**config.mk**
```make
export PLATFORM = sky130hd
export DESIGN_NAME = temp_state_fsm_flat
export DESIGN_NICKNAME = d
export VERILOG_FILES = /design/src/rtl/temp_state_pkg.sv /design/src/rtl/temp_state_fsm_if.sv /design/src/rtl/temp_band_classify.sv /design/src/rtl/temp_state_fsm.sv /design/src/flat_wrapper.sv
export SDC_FILE = /design/constraint.sdc
export NUM_CORES = 1
export LEC_CHECK = 0
export BUFFER_PORTS_ARGS = -buffer_cell sky130_fd_sc_hd__buf_2
export CAP_MARGIN = 25
export CORE_ASPECT_RATIO = 0.8
export CORE_UTILIZATION = 35
export CTS_BUF_LIST = sky130_fd_sc_hd__clkbuf_8
export DETAILED_ROUTE_END_ITERATION = 8
export PLACE_DENSITY = 0.61
export SLEW_MARGIN = 10
export SYNTH_ARGS = -nofsm -noshare
export SYNTH_HDL_FRONTEND = slang
export SYNTH_HIERARCHICAL = 1
export SYNTH_SLANG_ARGS = --single-unit
```
**constraint.sdc**
```tcl
create_clock -name clk -period 1.8 [get_ports clk]
set_input_delay 0.18 -clock clk [delete_from_list [all_inputs] [get_ports clk]]
set_output_delay 0.18 -clock clk [all_outputs]
set_load 0.005 [all_outputs]
```
**src/rtl/temp_state_pkg.sv**
```systemverilog
// temp_state_pkg: state codes and the shared 3-bit state type for the
// temperature classifier and the seven-segment display driver.
//   ST_NODATA   000  no sample yet, or samples stopped arriving
//   ST_LOW      001  at or below the low threshold
//   ST_HIGH     010  none of the other bands
//   ST_PELIGRO  011  extreme temperature
//   ST_CORPORAL 100  body-temperature window
package temp_state_pkg;

    typedef logic [2:0] state_t;

    localparam state_t ST_NODATA   = 3'b000;
    localparam state_t ST_LOW      = 3'b001;
    localparam state_t ST_HIGH     = 3'b010;
    localparam state_t ST_PELIGRO  = 3'b011;
    localparam state_t ST_CORPORAL = 3'b100;

endpackage

```
**src/rtl/temp_state_fsm_if.sv**
```systemverilog
// temp_state_fsm_if: sample stream in, committed state out.
//   temp_valid   one-cycle qualifier for temp_data
//   temp_data    unsigned temperature, degrees C
//   actual_state committed state code (display encoding)
//   state_chg    one-cycle pulse when actual_state takes a new value
// master = sensor/display side, slave = classifier.
interface temp_state_fsm_if;
    import temp_state_pkg::*;

    logic       temp_valid;
    logic [7:0] temp_data;
    state_t     actual_state;
    logic       state_chg;

    modport master (
        output temp_valid,
        output temp_data,
        input  actual_state,
        input  state_chg
    );

    modport slave (
        input  temp_valid,
        input  temp_data,
        output actual_state,
        output state_chg
    );

endinterface

```
**src/rtl/temp_band_classify.sv**
```systemverilog
// temp_band_classify: purely combinational map from a temperature sample
// to its band code. Priority: PELIGRO, then CORPORAL window, then LOW,
// otherwise HIGH.
//   temp_data  in  8-bit unsigned temperature
//   band       out band code (never ST_NODATA)
module temp_band_classify
    import temp_state_pkg::*;
#(
    parameter int LOW_MAX     = 20,
    parameter int BODY_MIN    = 35,
    parameter int BODY_MAX    = 40,
    parameter int EXTREME_MIN = 60
) (
    input  logic [7:0] temp_data,
    output state_t     band
);

    localparam logic [7:0] LOW_MAX_8     = 8'(LOW_MAX);
    localparam logic [7:0] BODY_MIN_8    = 8'(BODY_MIN);
    localparam logic [7:0] BODY_MAX_8    = 8'(BODY_MAX);
    localparam logic [7:0] EXTREME_MIN_8 = 8'(EXTREME_MIN);

    always_comb begin
        band = ST_HIGH;
        if (temp_data >= EXTREME_MIN_8) begin
            band = ST_PELIGRO;
        end else if (temp_data >= BODY_MIN_8 && temp_data <= BODY_MAX_8) begin
            band = ST_CORPORAL;
        end else if (temp_data <= LOW_MAX_8) begin
            band = ST_LOW;
        end
    end

endmodule

```
**src/rtl/temp_state_fsm.sv**
```systemverilog
// temp_state_fsm: debounced temperature band classifier with a sample
// watchdog. Band changes commit after CONFIRM consecutive samples in the
// new band; PELIGRO and the first sample after reset/timeout commit at once.
// With no sample for TIMEOUT_CYC cycles the state falls back to NODATA.
//   clk    in  rising-edge clock
//   rst_n  in  asynchronous active-low reset
//   bus    slave modport: temp_valid/temp_data in, actual_state/state_chg out
module temp_state_fsm
    import temp_state_pkg::*;
#(
    parameter int LOW_MAX     = 20,
    parameter int BODY_MIN    = 35,
    parameter int BODY_MAX    = 40,
    parameter int EXTREME_MIN = 60,
    parameter int CONFIRM     = 4,
    parameter int TIMEOUT_CYC = 1_000_000
) (
    input  logic              clk,
    input  logic              rst_n,
    temp_state_fsm_if.slave   bus
);

    localparam int           WD_W    = $clog2(TIMEOUT_CYC);
    localparam logic [WD_W-1:0] WD_MAX = WD_W'(TIMEOUT_CYC - 1);
    localparam logic [3:0]   CONFIRM_4 = 4'(CONFIRM);

    state_t          state_q, state_n;
    state_t          cand_q, cand_n;
    logic [3:0]      cnt_q, cnt_n;
    logic [WD_W-1:0] wdog_q, wdog_n;
    logic            chg_q, chg_n;
    state_t          band;
    logic            commit;
    logic [3:0]      cnt_inc;

    temp_band_classify #(
        .LOW_MAX    (LOW_MAX),
        .BODY_MIN   (BODY_MIN),
        .BODY_MAX   (BODY_MAX),
        .EXTREME_MIN(EXTREME_MIN)
    ) u_classify (
        .temp_data(bus.temp_data),
        .band     (band)
    );

    assign cnt_inc = cnt_q + 4'd1;

    // A valid sample always takes precedence over the watchdog, so the
    // timeout branch is only reached in cycles without a sample.
    always_comb begin
        state_n = state_q;
        cand_n  = cand_q;
        cnt_n   = cnt_q;
        wdog_n  = wdog_q;
        chg_n   = 1'b0;
        commit  = 1'b0;

        if (bus.temp_valid) begin
            wdog_n = '0;
            if (state_q == ST_NODATA ||
                (band == ST_PELIGRO && state_q != ST_PELIGRO)) begin
                commit = 1'b1;
            end else if (band == state_q) begin
                cand_n = ST_NODATA;
                cnt_n  = '0;
            end else if (band == cand_q) begin
                cnt_n = cnt_inc;
                if (cnt_inc == CONFIRM_4) begin
                    commit = 1'b1;
                end
            end else begin
                cand_n = band;
                cnt_n  = 4'd1;
                if (CONFIRM_4 == 4'd1) begin
                    commit = 1'b1;
                end
            end

            if (commit) begin
                state_n = band;
                cand_n  = ST_NODATA;
                cnt_n   = '0;
                chg_n   = 1'b1;
            end
        end else if (wdog_q == WD_MAX) begin
            // Saturated: fall back once; stays silent while already NODATA.
            if (state_q != ST_NODATA) begin
                state_n = ST_NODATA;
                cand_n  = ST_NODATA;
                cnt_n   = '0;
                chg_n   = 1'b1;
            end
        end else begin
            wdog_n = wdog_q + 1'b1;
        end
    end

    always_ff @(posedge clk or negedge rst_n) begin
        if (!rst_n) begin
            state_q <= ST_NODATA;
            cand_q  <= ST_NODATA;
            cnt_q   <= '0;
            wdog_q  <= '0;
            chg_q   <= 1'b0;
        end else begin
            state_q <= state_n;
            cand_q  <= cand_n;
            cnt_q   <= cnt_n;
            wdog_q  <= wdog_n;
            chg_q   <= chg_n;
        end
    end

    assign bus.actual_state = state_q;
    assign bus.state_chg    = chg_q;

endmodule

```
**src/flat_wrapper.sv**
```systemverilog
// flat-port wrapper written by rule: the top's interface ports become plain ports
module temp_state_fsm_flat import temp_state_pkg::*;
#(
    parameter int LOW_MAX     = 20,
    parameter int BODY_MIN    = 35,
    parameter int BODY_MAX    = 40,
    parameter int EXTREME_MIN = 60,
    parameter int CONFIRM     = 4,
    parameter int TIMEOUT_CYC = 1_000_000
)
  (clk, rst_n, bus_temp_valid, bus_temp_data, bus_actual_state, bus_state_chg);
  temp_state_fsm_if bus_i ();
  input  logic clk;
  input  logic rst_n;
  input wire logic [$bits(bus_i.temp_valid)-1:0] bus_temp_valid;
  input wire logic [$bits(bus_i.temp_data)-1:0] bus_temp_data;
  output wire logic [$bits(bus_i.actual_state)-1:0] bus_actual_state;
  output wire logic [$bits(bus_i.state_chg)-1:0] bus_state_chg;
  assign bus_i.temp_valid = bus_temp_valid;
  assign bus_i.temp_data = bus_temp_data;
  assign bus_actual_state = bus_i.actual_state;
  assign bus_state_chg = bus_i.state_chg;
  temp_state_fsm #(.LOW_MAX(LOW_MAX), .BODY_MIN(BODY_MIN), .BODY_MAX(BODY_MAX), .EXTREME_MIN(EXTREME_MIN), .CONFIRM(CONFIRM), .TIMEOUT_CYC(TIMEOUT_CYC)) u_core (.clk(clk), .rst_n(rst_n), .bus(bus_i));
endmodule
```
==> results.cfg, run 1 <==
[power_and_ir_drop]
p_leak_nw = 1.11
power.total_mw = 1.90
peakVddDrop_mv = 0.424
p_seq_frac = 0.406
switchingPower_uw = 493
powerDensity_mw_per_mm2 = 757
pwr-share-comb = 0.222
clockPowerShare = 0.372
p_int_mw = 1.41
sw_frac_of_total = 0.260

[route]
drt_iter0_markers = 73
drtAntennaViolNets = 0
first_pass_iters = 4
totalWireLength_um = 4100
avgViaCountPerCell = 5.11
drc = 0
wl_per_cell_um = 13.4
route.vias.total = 1568

[global_routing]
antenna_found_initial = 0
grt_pass1_wl_um = 6640
overflow = 0
grt_max_degree = 32
grt_pass1_vias = 1400
grt_usage = 0.165

[timing]
rsz0062_at_grt = yes
tightestPinTransition_ns = 0.699
timing.fmax_ghz = 0.468
worst_slack_ns = -0.337
slew_violations = 0
min_period_ns = 2.14
finalHoldViolations = 0
clock_skew_ns = 0.00835
setup_viol = 11
slew_headroom = 0.534
finalCritPeriodShare = 1.19
final.hold.worst_slack_ns = 0.324

[setup_path]
cp_cell_sequence = buf_8 > or4b_1 > o21ai_1 > and4b_2 > and3b_1 > a211o_4 > a31oi_4 > mux2i_1 > o22ai_1
critical_path_required_ns = 1.95
endpoint_kind = register
arrival_ns = 2.29
path_class = primary input to register
cp_slowest_cell = or4b_1
cp_top_family = simple AND/OR/NAND/NOR gates
cp_max_fo = 4
critPathMaxStageDelay_ns = 0.51
path_buf_inv = 1
cp-start-kind = primary input

[floorplan]
chipWidth_um = 81.4
fp.coreArea_mm2 = 0.00471
die_y_um = 65.5
start_util = 0.375
ioPinCount = 15
rows = 22
dieArea_mm2 = 0.00533

[clocking]
worstSkewPairLatency_ns = 0.28
clk_pin_slew_ns = 0.06
cts_tree = built
cts_sinks = 31
clock_tree.htree_level_count = 2
cts_buffers = 5
cts.path.max_buffers = 2
cts_root_buf = clkbuf_8

[worst_hold_path]
hold_class = primary input to register

[placement]
place_area_mm2 = 0.00214
dpl.hpwl_um = 2720
gp_congestion = 0.751
port_buffers = 14
dp.cells = 284

[synthesis]
syn_nets = 194
synth-edff-count = 0
ys_ff_latch = 31
synth_warnings = 6
synth_ff_type = dfrtp_1
synthArstFlopShare = 1.00
yosys.cell_types.count = 48
avgSynthCellArea_um2 = 9.74
syn-instance-count = 181
syn-cell-area_mm2 = 0.00176
ys_seq_area_frac = 0.440

[cells_and_area]
syn_to_final_growth_pct = 42.3
final_area_mm2 = 0.00251
fin_nets = 259
drive_above_1_share = 0.372
antenna_cells = 0
finalNonFillerCells = 307

[status]
status = complete, but fails checks
violations = setup timing

[flow_run]
maxCapViolations = 0
[state kept, by name (all words and copies together) (netlist names)]
name	flops
u_core/bus.actual_state	3
u_core/bus.state_chg	1
u_core/cand_q	3
u_core/cnt_q	4
u_core/wdog_q	20
[repair_timing]
action / CTS / global route
endpoints found under the setup margin: 11 / 18
resized for setup: 9 / 24
hold endpoints to repair: 31 / 0
buffers inserted: 5 / 9
pin swaps: 6 / 10
hold buffers: 1 / 0
gates cloned: 0 / 1
[per-stage QoR]
stage               setup TNS, ns  utilization  worst slack [ns]
floorplan                   -3.12            -            -0.392
global placement            -5.70        0.455            -0.562
detailed placement          -6.24        0.455            -0.630
CTS                         -2.34        0.498            -0.282
global route                -3.73        0.533            -0.390
finish                      -2.99        0.533            -0.337
[final timing paths]
kind | to | startpoint | slack, ns | depth (start not counted)
worst max-delay path | u_core/bus.actual_state[2]$_DFFE_PN0P_ | bus_temp_data[0] | -0.34 | 9
worst min-delay path | u_core/bus.actual_state[2]$_DFFE_PN0P_ | bus_temp_valid | 0.32 | 3
worst max register to register | u_core/cand_q[0]$_DFFE_PN0P_ | u_core/wdog_q[7]$_DFFE_PN0P_ | 0.04 | 5
worst min register to register | u_core/cnt_q[1]$_DFFE_PN0P_ | u_core/cnt_q[1]$_DFFE_PN0P_ | 0.53 | 1
max in group asynchronous | u_core/bus.actual_state[1]$_DFFE_PN0P_ | rst_n | 0.86 | 2
min in group asynchronous | u_core/wdog_q[2]$_DFFE_PN0P_ | rst_n | 0.48 | 2
[cells by family (layout without fill, tap and decap cells)]
logic type      after synthesis  count (layout)  synth area share
fa+ha+maj                     2               2            0.0142
xor+xnor                     21              21             0.104
simple gates                 78              78             0.249
compound gates               36              36             0.150
mux                           4               4            0.0227
flops                        31              31             0.440
buf+inv                       9              75            0.0199
[synth_stat cells, drive strengths merged (4+ instances only)]
library cell	n	area (um2)
xor2	13	114
nand4	5	31.3
mux2i	4	40.0
nor3	7	40.0
xnor2	8	70.1
a22o	4	35.0
nor2	21	78.8
dfrtp	31	776
o22ai	4	25.0
nor4	4	31.3
and3	4	25.0
nand2	11	41.3
nand3	11	60.1
o21ai	8	40.0
inv	4	15.0
a21oi	5	25.0
[power by group through the flow]
stage               logic [mW]  clock network (mW)  registers, mW
floorplan                0.173                   0          0.777
CTS                      0.347               0.727          0.769
detailed placement       0.307                   0          0.782
finish                   0.422               0.707          0.771
global placement         0.303                   0          0.781
global route             0.455               0.754          0.777
[layout by cell type, fill, tap and decap left out, types with 5 or more instances in the layout]
cell type / Yosys / layout
buf_2: 1 / 14
buf_4: 0 / 40
buf_6: 0 / 6
clkbuf_8: 0 / 6
dfrtp_1: 31 / 31
nand2_1: 11 / 10
nand3_1: 10 / 9
nand4_1: 5 / 5
nor2_1: 21 / 19
nor3_1: 6 / 5
o21ai_0: 8 / 5
xnor2_1: 8 / 7
xor2_1: 13 / 12
[worst min-delay path, cell delays in order]
cell and delay [ns]:
buf_2 0.11, clkinv_1 0.17, o22ai_1 0.10
[layout make-up]
cell class / count / area [um2]
clock buffers: 6 / 82.6
clock inverters: 2 / 35.0
fillers: 407 / 2200
inverters: 5 / 18.8
multi-input cells: 141 / 1060
flip-flops and latches: 31 / 776
well taps: 60 / 75.1
repair buffers: 62 / 463
[routing by layer]
metal  up-vias  GRT usage  part of all wire
li1        792          -                 -
met1       752      0.246              0.50
met2        24      0.226              0.47
met3         0     0.0403             0.032
met4         0     0.0625                 0
met5         -          0                 0
No activity file was read; power rests on OpenSTA's default activity.
==> run 2, diff against run 1 <==
SYNTH_HIERARCHICAL = not set   (was 1)
==> run 2 against run 1 <==
Net effect:
- the run still ends with setup timing left
- utilization is 3.2 points lower
- clock power is 0.8% higher
- first-iteration DRC count is 68% higher
- largest cell class unchanged
- critical endpoint is now u_core.bus.actual_state[0]$_DFFE_PN0P_
- area after synthesis is 4.1% higher
==> results.cfg, run 2 <==
[synthesis]
synth_area_leaders = dfrtp_1, xor2_1, nor2_1, nand2_1, a21oi_1
ys_ff_latch = 31
synth_top_area_cell = dfrtp_1
synth_top_area_frac = 0.423
synth_ff_type = dfrtp_1
synthMostInstantiatedCell = dfrtp_1
syn-instance-count = 192
syn_nets = 205
synthArstFlopShare = 1.00
synth_warnings = 0
avgSynthCellArea_um2 = 9.56
syn-cell-area_mm2 = 0.00184
ys_seq_area_frac = 0.423
synth_top_cells_by_count = dfrtp_1, nor2_1, nand2_1
synth-edff-count = 0
yosys.cell_types.count = 50

[global_routing]
overflow = 0
grt_max_degree = 32
grt_pass1_wl_um = 7020
grt_pass1_vias = 1483
antenna_found_initial = 0
grt_usage = 0.163

[flow_run]
maxCapViolations = 0

[timing]
worst_slack_ns = -0.0232
finalCritPeriodShare = 1.01
clock_skew_ns = 0.00836
setup_viol = 1
finalHoldViolations = 0
slew_violations = 0
rsz0062_at_grt = yes
final.hold.worst_slack_ns = 0.401
finalSetupTns_ns = -0.0232
tightestPinTransition_ns = 0.682
timing.fmax_ghz = 0.548
slew_headroom = 0.545
min_period_ns = 1.82

[setup_path]
rr_startpoint = u_core.cand_q[1]$_DFFE_PN0P_
cp_cell_sequence = nor3b_4 > nand4_1 > o21ai_2 > and3b_2 > o2111a_1 > a311o_1
path_class = register to register
cp-start-kind = register
rr_endpoint = u_core.bus.actual_state[0]$_DFFE_PN0P_
rr_worst_depth = 6
cp_slowest_cell = dfrtp_2
cp_top_family = simple AND/OR/NAND/NOR gates
critical_path_required_ns = 1.98
arrival_ns = 2.00
critPathMaxStageDelay_ns = 0.45
r2r_slack_ns = -0.02
path_buf_inv = 0
endpoint_kind = register
critPathCapture = u_core.bus.actual_state[0]$_DFFE_PN0P_
startpoint = u_core.cand_q[1]$_DFFE_PN0P_
worst-path-stages = 6
cp_max_fo = 5

[placement]
dpl.hpwl_um = 2940
dp.cells = 300
place_area_mm2 = 0.00222
port_buffers = 14
gp_congestion = 0.829

[cells_and_area]
fin_nets = 265
drive_above_1_share = 0.383
syn_to_final_growth_pct = 37.4
largest_register_ffs = 20
final_area_mm2 = 0.00252
finalNonFillerCells = 315
antenna_cells = 0
largestRegisters = u_core.wdog_q x20, u_core.cnt_q x4
regMostFlops = u_core.wdog_q
final_cell_mix = buf_4, dfrtp_1, nor2_1, nand2_1, buf_2
final_common_cell = buf_4

[floorplan]
die_y_um = 66.8
fp.coreArea_mm2 = 0.00504
chipWidth_um = 83.0
ioPinCount = 15
rows = 23
dieArea_mm2 = 0.00554
start_util = 0.364

[worst_hold_path]
hp-start = bus_temp_valid
hold_class = primary input to register

[clocking]
cts_buffers = 5
cts_sinks = 31
cts_root_buf = clkbuf_8
cts_tree = built
worstSkewPairLatency_ns = 0.29
cts.path.max_buffers = 2
clock_tree.htree_level_count = 2
clk_pin_slew_ns = 0.07

[route]
route.vias.total = 1661
drc = 0
drtAntennaViolNets = 0
avgViaCountPerCell = 5.27
drt_iter0_markers = 123
totalWireLength_um = 4290
wl_per_cell_um = 13.6
first_pass_iters = 4

[power_and_ir_drop]
powerDensity_mw_per_mm2 = 873
peakVddDrop_mv = 0.464
power.total_mw = 2.20
p_leak_nw = 1.09

[status]
status = complete, but fails checks
violations = setup timing
[run 2: cell types whose count changed after synthesis, sizes merged, moves of 3 or more]
cell and change:
nand2 +6, nor3b +5, xnor2 -5, a21oi +4, mux2i -4, nand3b +4
nor4 -4, inv -3, nand4 +3, o21ai -3, o22ai -3
[run 2: cells by family (layout without fill, tap and decap cells)]
group | count (synthesis) | in the layout | share of synthesized area
buf+inv | 6 | 67 | 0.0218
simple gates | 99 | 99 | 0.314
xor+xnor | 16 | 16 | 0.0763
fa+ha+maj | 2 | 2 | 0.0136
compound gates | 38 | 38 | 0.152
flops | 31 | 31 | 0.423
[run 2: final cells by class]
type	instances	area (um2)
clock buffer	6	82.6
tap	62	77.6
fill	462	2510
inverter	1	3.75
timing repair buffer	58	407
multi-input combinational	155	1140
clock inverter	2	35.0
sequential	31	778
[run 2: tightest hold or removal path, delay by kind of cell]
| kind | cells | cell delay [ns] |
|---|---|---|
| simple gates | 1 | 0.13 |
| buf+inv | 2 | 0.34 |
[run 2: worst min path at each step]
stage                                                   to  slack [ns]  cells past startpoint
floorplan           u_core.bus.actual_state[0]$_DFFE_PN0P_       -0.12                      0
global placement              u_core.wdog_q[6]$_DFFE_PN0P_        0.27                      1
detailed placement            u_core.wdog_q[7]$_DFFE_PN0P_        0.26                      1
CTS                          u_core.wdog_q[12]$_DFFE_PN0P_        0.39                      3
global route                 u_core.wdog_q[12]$_DFFE_PN0P_        0.41                      3
finish                       u_core.wdog_q[10]$_DFFE_PN0P_        0.40                      3
[run 2: power breakdown]
part	switching, mW	total [mW]	internal [mW]
Clock	0.266	0.713	0.447
Sequential	0.0770	0.842	0.765
Combinational	0.317	0.646	0.330
Total	0.659	2.20	1.54
[run 2: timing repair]
item	4_1_cts	5_1_grt
gates resized for setup	12	19
endpoints found under the setup margin	19	21
hold buffers	1	0
gates cloned	0	0
endpoints found under the hold margin	31	0
pin swaps	6	18
buffers inserted	2	5
[run 2: metrics by stage]
step / worst slack [ns] / utilization
floorplan: -0.134 / -
global placement: -0.225 / 0.442
detailed placement: -0.293 / 0.442
CTS: 0.000221 / 0.480
global route: -0.0770 / 0.501
finish: -0.0232 / 0.501
[run 2: layer usage]
layer	routed length (um)	track usage	vias up
li1	-	-	832
met1	2220	0.237	799
met2	1840	0.230	26
met3	205	0.0520	4
met4	25	0.0453	0
met5	0	0	-
==> run 3, diff against run 2 <==
MAX_ROUTING_LAYER = met4   (was not set)
PLACE_DENSITY = 0.55   (was 0.61)
==> run 3 against run 2 <==
Net effect:
- critical path depth increased by 2
- design area grew 3.0%
- via count grew 0.36%
- global-route usage rose by 0.78 points
- non-clock buffer count is 8 higher
- sequential power decreased by 1%
- the run still ends with setup timing left
- setup slack lost 0.0013 ns
- largest cell class unchanged
- highest routed layer unchanged
- first-iteration DRC count shrank 48%
- clock power barely moved
- power fell by 1.4%
==> results.cfg, run 3 (synthesis results as in run 2) <==
[status]
status = complete, but fails checks
violations = setup timing

[cells_and_area]
fin_nets = 273
regMostFlops = u_core.wdog_q
finalNonFillerCells = 323
final_common_cell = buf_4
largest_register_ffs = 20
final_cell_mix = buf_4, dfrtp_1, nor2_1, nand2_1, xor2_1
multiInputGateArea_mm2 = 0.00113
fillers = 456
syn_to_final_growth_pct = 41.5
drive_above_1_share = 0.406
largestRegisters = u_core.wdog_q x20, u_core.cnt_q x4
register_area_um2 = 781
antenna_cells = 0

[placement]
dp.cells = 307
dpl.hpwl_um = 2970
gp_congestion = 0.875
post-place-ws_ns = -0.285
port_buffers = 14

[route]
first_pass_iters = 4
drt_iter0_markers = 64
wl_per_cell_um = 13.3
drtAntennaViolNets = 0
route.vias.total = 1667
drc = 0
avgViaCountPerCell = 5.16
totalWireLength_um = 4310

[timing]
setup_viol = 2
timing.fmax_ghz = 0.548
clock_skew_ns = 0.00668
final.hold.worst_slack_ns = 0.393
rsz0062_at_grt = yes
slew_violations = 0
min_period_ns = 1.82
slew_headroom = 0.525
finalCritPeriodShare = 1.01
worst_slack_ns = -0.0246
finalHoldViolations = 0
tightestPinTransition_ns = 0.712

[setup_path]
r2r_slack_ns = 0.01
rr_startpoint = u_core.bus.actual_state[2]$_DFFE_PN0P_
rr_worst_depth = 6
arrival_ns = 2.00
rr_endpoint = u_core.cand_q[2]$_DFFE_PN0P_
cp_max_fo = 5
cp-start-kind = primary input
endpoint_kind = register
path_class = primary input to register
critical_path_required_ns = 1.97

[power_and_ir_drop]
p_leak_nw = 1.14
power.total_mw = 2.17
peakVddDrop_mv = 0.609
powerDensity_mw_per_mm2 = 836

[floorplan]
chipWidth_um = 83.0
ioPinCount = 15
rows = 23
dieArea_mm2 = 0.00554
fp.coreArea_mm2 = 0.00504
start_util = 0.364
die_y_um = 66.8

[global_routing]
grt_max_degree = 32
grt_pass1_wl_um = 7150
grt_pass1_vias = 1502
grt_usage = 0.171
antenna_found_initial = 0
overflow = 0

[clocking]
cts_tree = built
cts_root_buf = clkbuf_8
cts_sinks = 31
worstSkewPairLatency_ns = 0.28
clock_tree.htree_level_count = 2
cts_buffers = 5
clk_pin_slew_ns = 0.07
cts.path.max_buffers = 2

[flow_run]
maxCapViolations = 0

[worst_hold_path]
hold_class = primary input to register
hold_end = u_core.wdog_q[1]$_DFFE_PN0P_
hp-start = bus_temp_valid
holdPathStages = 3
## run 3: cell types whose count changed in the layout (fill, tap and decap cells not counted), moves of 2 or more
cell,before,now
o2111ai_2,2,0
o2111ai_1,0,2
dfrtp_1,29,27
buf_6,1,5
buf_2,14,12
buf_4,42,48
dfrtp_2,2,4
## run 3: power breakdown
part / switching (mW) / internal, mW
Combinational: 0.312 / 0.314
Sequential: 0.0664 / 0.765
Clock: 0.266 / 0.447
Total: 0.644 / 1.53
## run 3: worst max-delay path by stage
stage,cells past startpoint,to,startpoint,slack [ns]
detailed placement,8,u_core.cnt_q[3]$_DFFE_PN0P_,bus_temp_data[6],-0.28
global placement,8,u_core.cnt_q[3]$_DFFE_PN0P_,bus_temp_data[6],-0.22
global route,8,u_core.cand_q[2]$_DFFE_PN0P_,bus_temp_data[7],-0.10
finish,8,u_core.cand_q[2]$_DFFE_PN0P_,bus_temp_data[7],-0.02
floorplan,7,u_core.bus.actual_state[0]$_DFFE_PN0P_,bus_temp_data[6],-0.13
CTS,6,u_core.bus.actual_state[0]$_DFFE_PN0P_,u_core.cand_q[1]$_DFFE_PN0P_,0.0003
## run 3: repair_timing
item | 4_1_cts | 5_1_grt
resized for setup | 10 | 25
setup endpoints to repair | 22 | 20
hold buffers | 1 | 0
buffers inserted | 0 | 7
pin swaps | 1 | 21
hold endpoints to repair | 31 | 0
## run 3: per-layer routing
metal | track usage | part of all wire | up-vias | wire [um]
li1 | - | - | 851 | -
met1 | 0.238 | 0.54 | 778 | 2320
met2 | 0.241 | 0.42 | 33 | 1830
met3 | 0.0458 | 0.027 | 5 | 118
met4 | 0.0560 | 0.0084 | 0 | 36
met5 | - | 0 | - | 0
## run 3: final cells by class
| type | instances | area share |
|---|---|---|
| sequential | 31 | 0.301 |
| timing repair buffer | 66 | 0.187 |
| multi-input combinational | 155 | 0.435 |
| tap | 62 | 0.0299 |
| inverter | 1 | 0.00145 |
| clock buffer | 6 | 0.0318 |
| clock inverter | 2 | 0.0135 |
## run 3: critical path, cell delays in order
cell	delay, ns
buf_6	0.09
or4b_4	0.54
nor3_4	0.22
buf_6	0.14
nand3_1	0.15
nand4_1	0.20
and3b_1	0.23
a22o_1	0.24
## run 3: stage by stage
step / util / cell area, um2 / setup TNS, ns
after global routing: 0.516 / 2600 / -0.603
after detailed placement: 0.452 / 2280 / -3.81
final: 0.516 / 2600 / -0.0401
after CTS: 0.486 / 2450 / 0
after floorplan: - / 1840 / -0.254
after global placement: 0.452 / 2280 / -3.16
